[config.mk]
export PLATFORM = sky130hd
export DESIGN_NAME = instruction_fetch
export DESIGN_NICKNAME = d
export VERILOG_FILES = /design/src/rtl/arm_pkg.sv /design/src/rtl/fetch_buffer.sv /design/src/rtl/instruction_fetch.sv
export SDC_FILE = /design/constraint.sdc
export NUM_CORES = 1
export LEC_CHECK = 0
export BUFFER_PORTS_ARGS = -buffer_cell sky130_fd_sc_hd__buf_2
export CAP_MARGIN = 20
export CORE_MARGIN = 2
export CORE_UTILIZATION = 65
export CTS_BUF_LIST = sky130_fd_sc_hd__clkbuf_8
export DETAILED_ROUTE_END_ITERATION = 7
export PLACE_DENSITY = 0.92
export SYNTH_ARGS = -nofsm -noshare
export SYNTH_HDL_FRONTEND = slang
export SYNTH_HIERARCHICAL = 1
export SYNTH_SLANG_ARGS = --single-unit
[constraint.sdc]
create_clock -name clk -period 7.4 [get_ports clk]
set_input_delay 0.74 -clock clk [delete_from_list [all_inputs] [get_ports clk]]
set_output_delay 0.74 -clock clk [all_outputs]
set_load 0.03 [all_outputs]
[src/rtl/arm_pkg.sv]
// Shared definitions for the fetch front end and decoder: fetch FSM states,
// architectural constants and condition codes.
package arm_pkg;

    typedef enum logic [1:0] {
        FetchIdle,
        FetchReq,
        FetchDrop
    } fetch_state_t;

    localparam logic [3:0]  PC_REG_IDX = 4'd15;
    localparam int unsigned WORD_BYTES = 4;
    localparam int unsigned ENTRY_W    = 64;

    localparam logic [3:0] COND_EQ = 4'h0;
    localparam logic [3:0] COND_NE = 4'h1;
    localparam logic [3:0] COND_CS = 4'h2;
    localparam logic [3:0] COND_CC = 4'h3;
    localparam logic [3:0] COND_MI = 4'h4;
    localparam logic [3:0] COND_PL = 4'h5;
    localparam logic [3:0] COND_VS = 4'h6;
    localparam logic [3:0] COND_VC = 4'h7;
    localparam logic [3:0] COND_HI = 4'h8;
    localparam logic [3:0] COND_LS = 4'h9;
    localparam logic [3:0] COND_GE = 4'hA;
    localparam logic [3:0] COND_LT = 4'hB;
    localparam logic [3:0] COND_GT = 4'hC;
    localparam logic [3:0] COND_LE = 4'hD;
    localparam logic [3:0] COND_AL = 4'hE;

    function automatic logic [31:0] word_align(input logic [31:0] addr);
        return addr & ~32'h3;
    endfunction

endpackage

[src/rtl/fetch_buffer.sv]
// Prefetch FIFO of {instruction, pc} entries with a registered head so the
// decoder-facing outputs come straight from flops.
module fetch_buffer
    import arm_pkg::*;
#(
    parameter int unsigned DEPTH = 2
) (
    input  logic                         clk,
    input  logic                         reset,
    input  logic                         i_flush,
    input  logic                         i_push,
    input  logic [ENTRY_W-1:0]           i_push_data,
    input  logic                         i_pop,
    output logic [ENTRY_W-1:0]           o_head,
    output logic                         o_valid,
    output logic                         o_full,
    output logic                         o_empty,
    output logic [$clog2(DEPTH+1)-1:0]   o_count
);

    localparam int unsigned PTR_W = $clog2(DEPTH);
    localparam int unsigned CNT_W = $clog2(DEPTH + 1);

    logic [ENTRY_W-1:0] r_mem [DEPTH];
    logic [PTR_W-1:0]   r_rd_ptr;
    logic [PTR_W-1:0]   r_wr_ptr;
    logic [CNT_W-1:0]   r_count;
    logic [ENTRY_W-1:0] r_head;
    logic               r_head_valid;

    logic               w_pop;
    logic               w_push;
    logic [CNT_W-1:0]   w_after_pop;
    logic [CNT_W-1:0]   w_count_next;
    logic [PTR_W-1:0]   w_rd_next;
    logic [ENTRY_W-1:0] w_head_next;

    assign w_pop        = i_pop & ~i_flush & (r_count != '0);
    assign w_push       = i_push & ~i_flush & ((r_count != CNT_W'(DEPTH)) | w_pop);
    assign w_after_pop  = r_count - CNT_W'(w_pop);
    assign w_count_next = w_after_pop + CNT_W'(w_push);
    assign w_rd_next    = r_rd_ptr + PTR_W'(w_pop);
    // An entry pushed into an otherwise empty buffer becomes the head directly.
    assign w_head_next  = (w_after_pop == '0) ? i_push_data : r_mem[w_rd_next];

    always_ff @(posedge clk) begin
        if (w_push) begin
            r_mem[r_wr_ptr] <= i_push_data;
        end
    end

    always_ff @(posedge clk or posedge reset) begin
        if (reset) begin
            r_rd_ptr     <= '0;
            r_wr_ptr     <= '0;
            r_count      <= '0;
            r_head       <= '0;
            r_head_valid <= 1'b0;
        end else if (i_flush) begin
            r_rd_ptr     <= '0;
            r_wr_ptr     <= '0;
            r_count      <= '0;
            r_head_valid <= 1'b0;
        end else begin
            r_rd_ptr     <= w_rd_next;
            r_wr_ptr     <= r_wr_ptr + PTR_W'(w_push);
            r_count      <= w_count_next;
            r_head_valid <= (w_count_next != '0);
            // Head keeps its last contents once the buffer drains.
            if (w_count_next != '0) begin
                r_head <= w_head_next;
            end
        end
    end

    assign o_head  = r_head;
    assign o_valid = r_head_valid;
    assign o_full  = (r_count == CNT_W'(DEPTH));
    assign o_empty = (r_count == '0);
    assign o_count = r_count;

endmodule

[src/rtl/instruction_fetch.sv]
// Instruction fetch unit: single-outstanding memory requester feeding a small
// prefetch buffer, with PC redirect and stale-response discard.
module instruction_fetch
    import arm_pkg::*;
#(
    parameter logic [31:0] RESET_VECTOR = 32'h0000_0000,
    parameter int unsigned DEPTH        = 2
) (
    input  logic        clk,
    input  logic        reset,
    output logic        mem_req,
    output logic [31:0] mem_addr,
    input  logic        mem_ready,
    input  logic [31:0] mem_rdata,
    output logic [31:0] ins,
    output logic [31:0] ins_pc,
    output logic        ins_valid,
    input  logic        ins_ready,
    input  logic        pc_load,
    input  logic [31:0] pc_new
);

    localparam int unsigned CNT_W = $clog2(DEPTH + 1);

    fetch_state_t       r_state;
    fetch_state_t       w_state_next;
    logic [31:0]        r_fetch_pc;
    logic [31:0]        w_fetch_pc_next;
    logic [31:0]        r_mem_addr;
    logic [31:0]        w_mem_addr_next;
    logic               r_mem_req;
    logic               w_mem_req_next;

    logic               w_push;
    logic               w_pop;
    logic               w_space;
    logic               w_buf_full;
    logic               w_buf_empty;
    logic               w_head_valid;
    logic [ENTRY_W-1:0] w_head;
    logic [CNT_W-1:0]   w_buf_count;
    logic [CNT_W-1:0]   w_occ_next;
    logic [31:0]        w_pc_inc;
    logic [31:0]        w_target;

    assign w_pc_inc = r_fetch_pc + 32'(WORD_BYTES);
    assign w_target = word_align(pc_new);

    // A redirect flushes the buffer, so it suppresses both pop and push.
    assign w_pop  = ins_ready & ~w_buf_empty & ~pc_load;
    assign w_push = (r_state == FetchReq) & mem_ready & ~pc_load & (~w_buf_full | w_pop);

    // Issue only if the buffer still has room once this cycle's traffic settles.
    assign w_occ_next = pc_load ? '0 : (w_buf_count + CNT_W'(w_push) - CNT_W'(w_pop));
    assign w_space    = (w_occ_next < CNT_W'(DEPTH));

    always_comb begin
        w_state_next    = r_state;
        w_fetch_pc_next = r_fetch_pc;
        w_mem_req_next  = r_mem_req;
        w_mem_addr_next = r_mem_addr;
        unique case (r_state)
            FetchIdle: begin
                if (pc_load) begin
                    w_fetch_pc_next = w_target;
                end else if (w_space) begin
                    w_state_next    = FetchReq;
                    w_mem_req_next  = 1'b1;
                    w_mem_addr_next = r_fetch_pc;
                end
            end
            FetchReq: begin
                if (pc_load) begin
                    w_fetch_pc_next = w_target;
                    if (mem_ready) begin
                        w_state_next   = FetchIdle;
                        w_mem_req_next = 1'b0;
                    end else begin
                        w_state_next = FetchDrop;
                    end
                end else if (mem_ready) begin
                    w_fetch_pc_next = w_pc_inc;
                    if (w_space) begin
                        w_mem_addr_next = w_pc_inc;
                    end else begin
                        w_state_next   = FetchIdle;
                        w_mem_req_next = 1'b0;
                    end
                end
            end
            FetchDrop: begin
                if (pc_load) begin
                    w_fetch_pc_next = w_target;
                end
                if (mem_ready) begin
                    w_state_next   = FetchIdle;
                    w_mem_req_next = 1'b0;
                end
            end
            default: begin
                w_state_next   = FetchIdle;
                w_mem_req_next = 1'b0;
            end
        endcase
    end

    always_ff @(posedge clk or posedge reset) begin
        if (reset) begin
            r_state    <= FetchIdle;
            r_fetch_pc <= RESET_VECTOR;
            r_mem_req  <= 1'b0;
            r_mem_addr <= 32'h0;
        end else begin
            r_state    <= w_state_next;
            r_fetch_pc <= w_fetch_pc_next;
            r_mem_req  <= w_mem_req_next;
            r_mem_addr <= w_mem_addr_next;
        end
    end

    fetch_buffer #(
        .DEPTH (DEPTH)
    ) u_fetch_buffer (
        .clk         (clk),
        .reset       (reset),
        .i_flush     (pc_load),
        .i_push      (w_push),
        .i_push_data ({mem_rdata, r_mem_addr}),
        .i_pop       (w_pop),
        .o_head      (w_head),
        .o_valid     (w_head_valid),
        .o_full      (w_buf_full),
        .o_empty     (w_buf_empty),
        .o_count     (w_buf_count)
    );

    assign mem_req   = r_mem_req;
    assign mem_addr  = r_mem_addr;
    assign ins       = w_head[63:32];
    assign ins_pc    = w_head[31:0];
    assign ins_valid = w_head_valid;

endmodule

==> metrics.txt <==
TritonCTS buffer count 43; 1st-pass router iterations 6; Starting DRT DRC Count 1209; Placed Area 13800 um^2; top cell family by delay on the critical path buffers and inverters; total of max-cap violations 0; Layout Area Growth over Synthesis 12.0%; DP HPWL 19500 um; share of the clock period used by the worst path 54.3%; post-synthesis async set-or-reset flop share 50.8%; Synth cell types 64; Die Width 146 um; actual slew at the worst max-slew pin 1.03 ns; routed len/inst 19.9 um; post-synthesis compound-gate area fraction 20.6%; Worst setup SP type input port; sequential area share after synthesis 54.8%; Max Fanout on Critical Path 84; WP buf/inv 3; largest family of logic cells by synthesized area compound AO/OA/AOI/OAI gates; CTS tree done; synthesized flop and latch total 260; Tmin final 4.02 ns; synth cell count leaders nand2_1, dfrtp_1, a22oi_1, edfxtp_1, o21ai_0; Final Max Slew Viols 0; LEAKAGE 5.55 nW; sum of negative setup slack 0 ns; Bufs on Longest Clock Path 3; outcome complete, no violations; mux contribution to synthesized area 0.0767%; syn avg cell area 10.3 um^2; clk_lat worst skew 0.55 ns; Synth Flop Type dfrtp_1; Rows 51; adder-cell share of the synthesized area 0.575%; Synth Cell Area 13000 um^2; RSZ-0062 raised after global routing false; cell taking the most area after synthesis edfxtp_1; Ant. Diodes 0; Util after Layout 74.6%; Setup-failing EPs final 0; register area 7150 um^2; Max-Slew Margin vs Limit 31.5%; post-route cell area 14600 um^2; share of cells above drive strength 1 18.0%; VDD IR-drop max 0.000154 V; Starting Density 66.6%; r2r worst-path depth 13; EDFF count, synth 128; Remaining Overflow, GRT 0; Reg-to-Reg End u_fetch_buffer/o_head[24]$_DFFE_PP0P_; slowest CP cell o311ai_4; vias in the first global route 10600; FF-to-FF Start u_fetch_buffer/o_count[1]$_DFF_PP0_; Hold Buf Count CTS 0; flop-to-flop setup slack 3.52 ns; worst path required time 7.80 ns; via density per instance 6.57; Synth top area share 29.5%; Root Driver clkbuf_8; clk_skew 0.0212 ns; first-pass GRT wire length 53100 um; Power, Total 0.00432 W; XOR/XNOR Fraction of Synth Area 2.33%; YS warnings 6; placer congestion estimate 0.915; clock sinks 260; Post-CTS Resized 0; simple-gate portion of the synthesized area 16.5%; GRT Overall Usage 30.5%; postcts setup bufs 0; htree depth 2; IO Port Bufs 162; Synth area leaders edfxtp_1, dfrtp_1, a22oi_1; Routed WL 33300 um; die footprint 21200 um^2; critical path cell sequence buf_4, nor2_1, o21ai_4, nor2_4, ha_1, inv_1, ha_1, o311ai_4, buf_4, o21ai_0; # fillers 1306; Clock transition at path regs 0.06 ns; crit-path max cell delay 0.91 ns; Worst Setup Path Type input port to flip-flop; Mapped Cells 1271; Final ANT Viol Nets 0; most frequent cell after synthesis nand2_1; Final Hold Fails 0; area of the core 19600 um^2; pwr dens 296 nW/um^2; worst hold-check path type input port to async pin; vias post-DR 11000; Die Span Y 146 um; pin count of the biggest net entering global routing 118; Setup crit end kind flip-flop; multi-input combinational cell area 5340 um^2; antenna violations before repair 0; WP data arrival 4.42 ns; Net count, final 1451; Ports 167; fmax 0.249 GHz; DRC Markers 0
## final cells by class
class / instances / area share [%]
clock buffer: 48 / 4.52
clock inverter: 30 / 1.01
inverter: 17 / 0.445
multi-input combinational: 878 / 36.5
sequential: 260 / 48.9
tap: 265 / 2.27
timing repair buffer: 176 / 6.28
## placed cells by master, fill, tap and decap left out, types with 7 or more instances in the layout
cell and n:
o21ai_1 12, nor3_1 73, a2bb2oi_1 7, buf_4 15
clkbuf_8 48, o22ai_1 10, xnor2_1 11, a21oi_1 34
nand4_1 9, o21ai_0 102, buf_2 161, a311oi_1 67
edfxtp_1 128, inv_1 37, nor2_1 30, a31oi_1 7
conb_1 8, nand2b_1 68, nand2_1 189, dfrtp_1 131
xor2_1 21, nand3_1 29, a22oi_1 128
## cells by family after synthesis
group                    count (synthesis)
AO/OA/AOI/OAI                          393
buffers and inverters                  140
AND/OR/NAND/NOR                        437
adder cells (fa/ha/maj)                  6
other                                    1
XOR/XNOR                                33
flip-flops                             260
multiplexers                             1
## how the worst max path moves through the flow
stage / start / to / slack [ns] / cells after the start
4_1_cts: pc_load / u_fetch_buffer/o_head[23]$_DFFE_PP0P_ / 3.44 / 10
3_5_place_dp: pc_load / u_fetch_buffer/o_head[23]$_DFFE_PP0P_ / 2.85 / 10
6_report: pc_load / u_fetch_buffer/o_head[23]$_DFFE_PP0P_ / 3.38 / 10
2_1_floorplan: pc_load / u_fetch_buffer/r_mem[1][0]$_DFFE_PP_ / 3.74 / 6
5_1_grt: pc_load / u_fetch_buffer/o_head[27]$_DFFE_PP0P_ / 3.16 / 10
3_3_place_gp: pc_load / u_fetch_buffer/o_head[24]$_DFFE_PP0P_ / 2.93 / 10
## flip-flops by register name (all words and copies together) (netlist names)
register / count
u_fetch_buffer/r_rd_ptr: 1
mem_addr: 30
u_fetch_buffer/r_mem: 128
r_state: 2
u_fetch_buffer/o_valid: 1
u_fetch_buffer/r_wr_ptr: 1
r_fetch_pc: 30
u_fetch_buffer/o_head: 64
mem_req: 1
u_fetch_buffer/o_count: 2
## stage by stage
stage                     setup WS, ns  hold WS, ns  std cells
after floorplan                   3.74        0.513       1278
final                             3.38        0.164       1674
after detailed placement          2.85        0.503       1596
after global routing              3.16        0.173       1674
after CTS                         3.44        0.153       1674
after global placement            2.93        0.493       1596
## per-layer routing
metal  wire length, um  GRT usage [%]  vias to the layer above
li1                  -              -                     4956
met4               798           12.4                        0
met2             16300           50.2                      673
met3              3440           6.52                       76
met1             12700           39.9                     5298
met5                 0              0                        -
## where the power goes
part,internal (W),leakage (nW),switching [W]
combinational,0.000346,2.30,0.000761
clock,0.000628,0.496,0.000561
sequential,0.00179,2.76,0.000236
total,0.00276,5.55,0.00156
(Power assumes the default switching activity.)
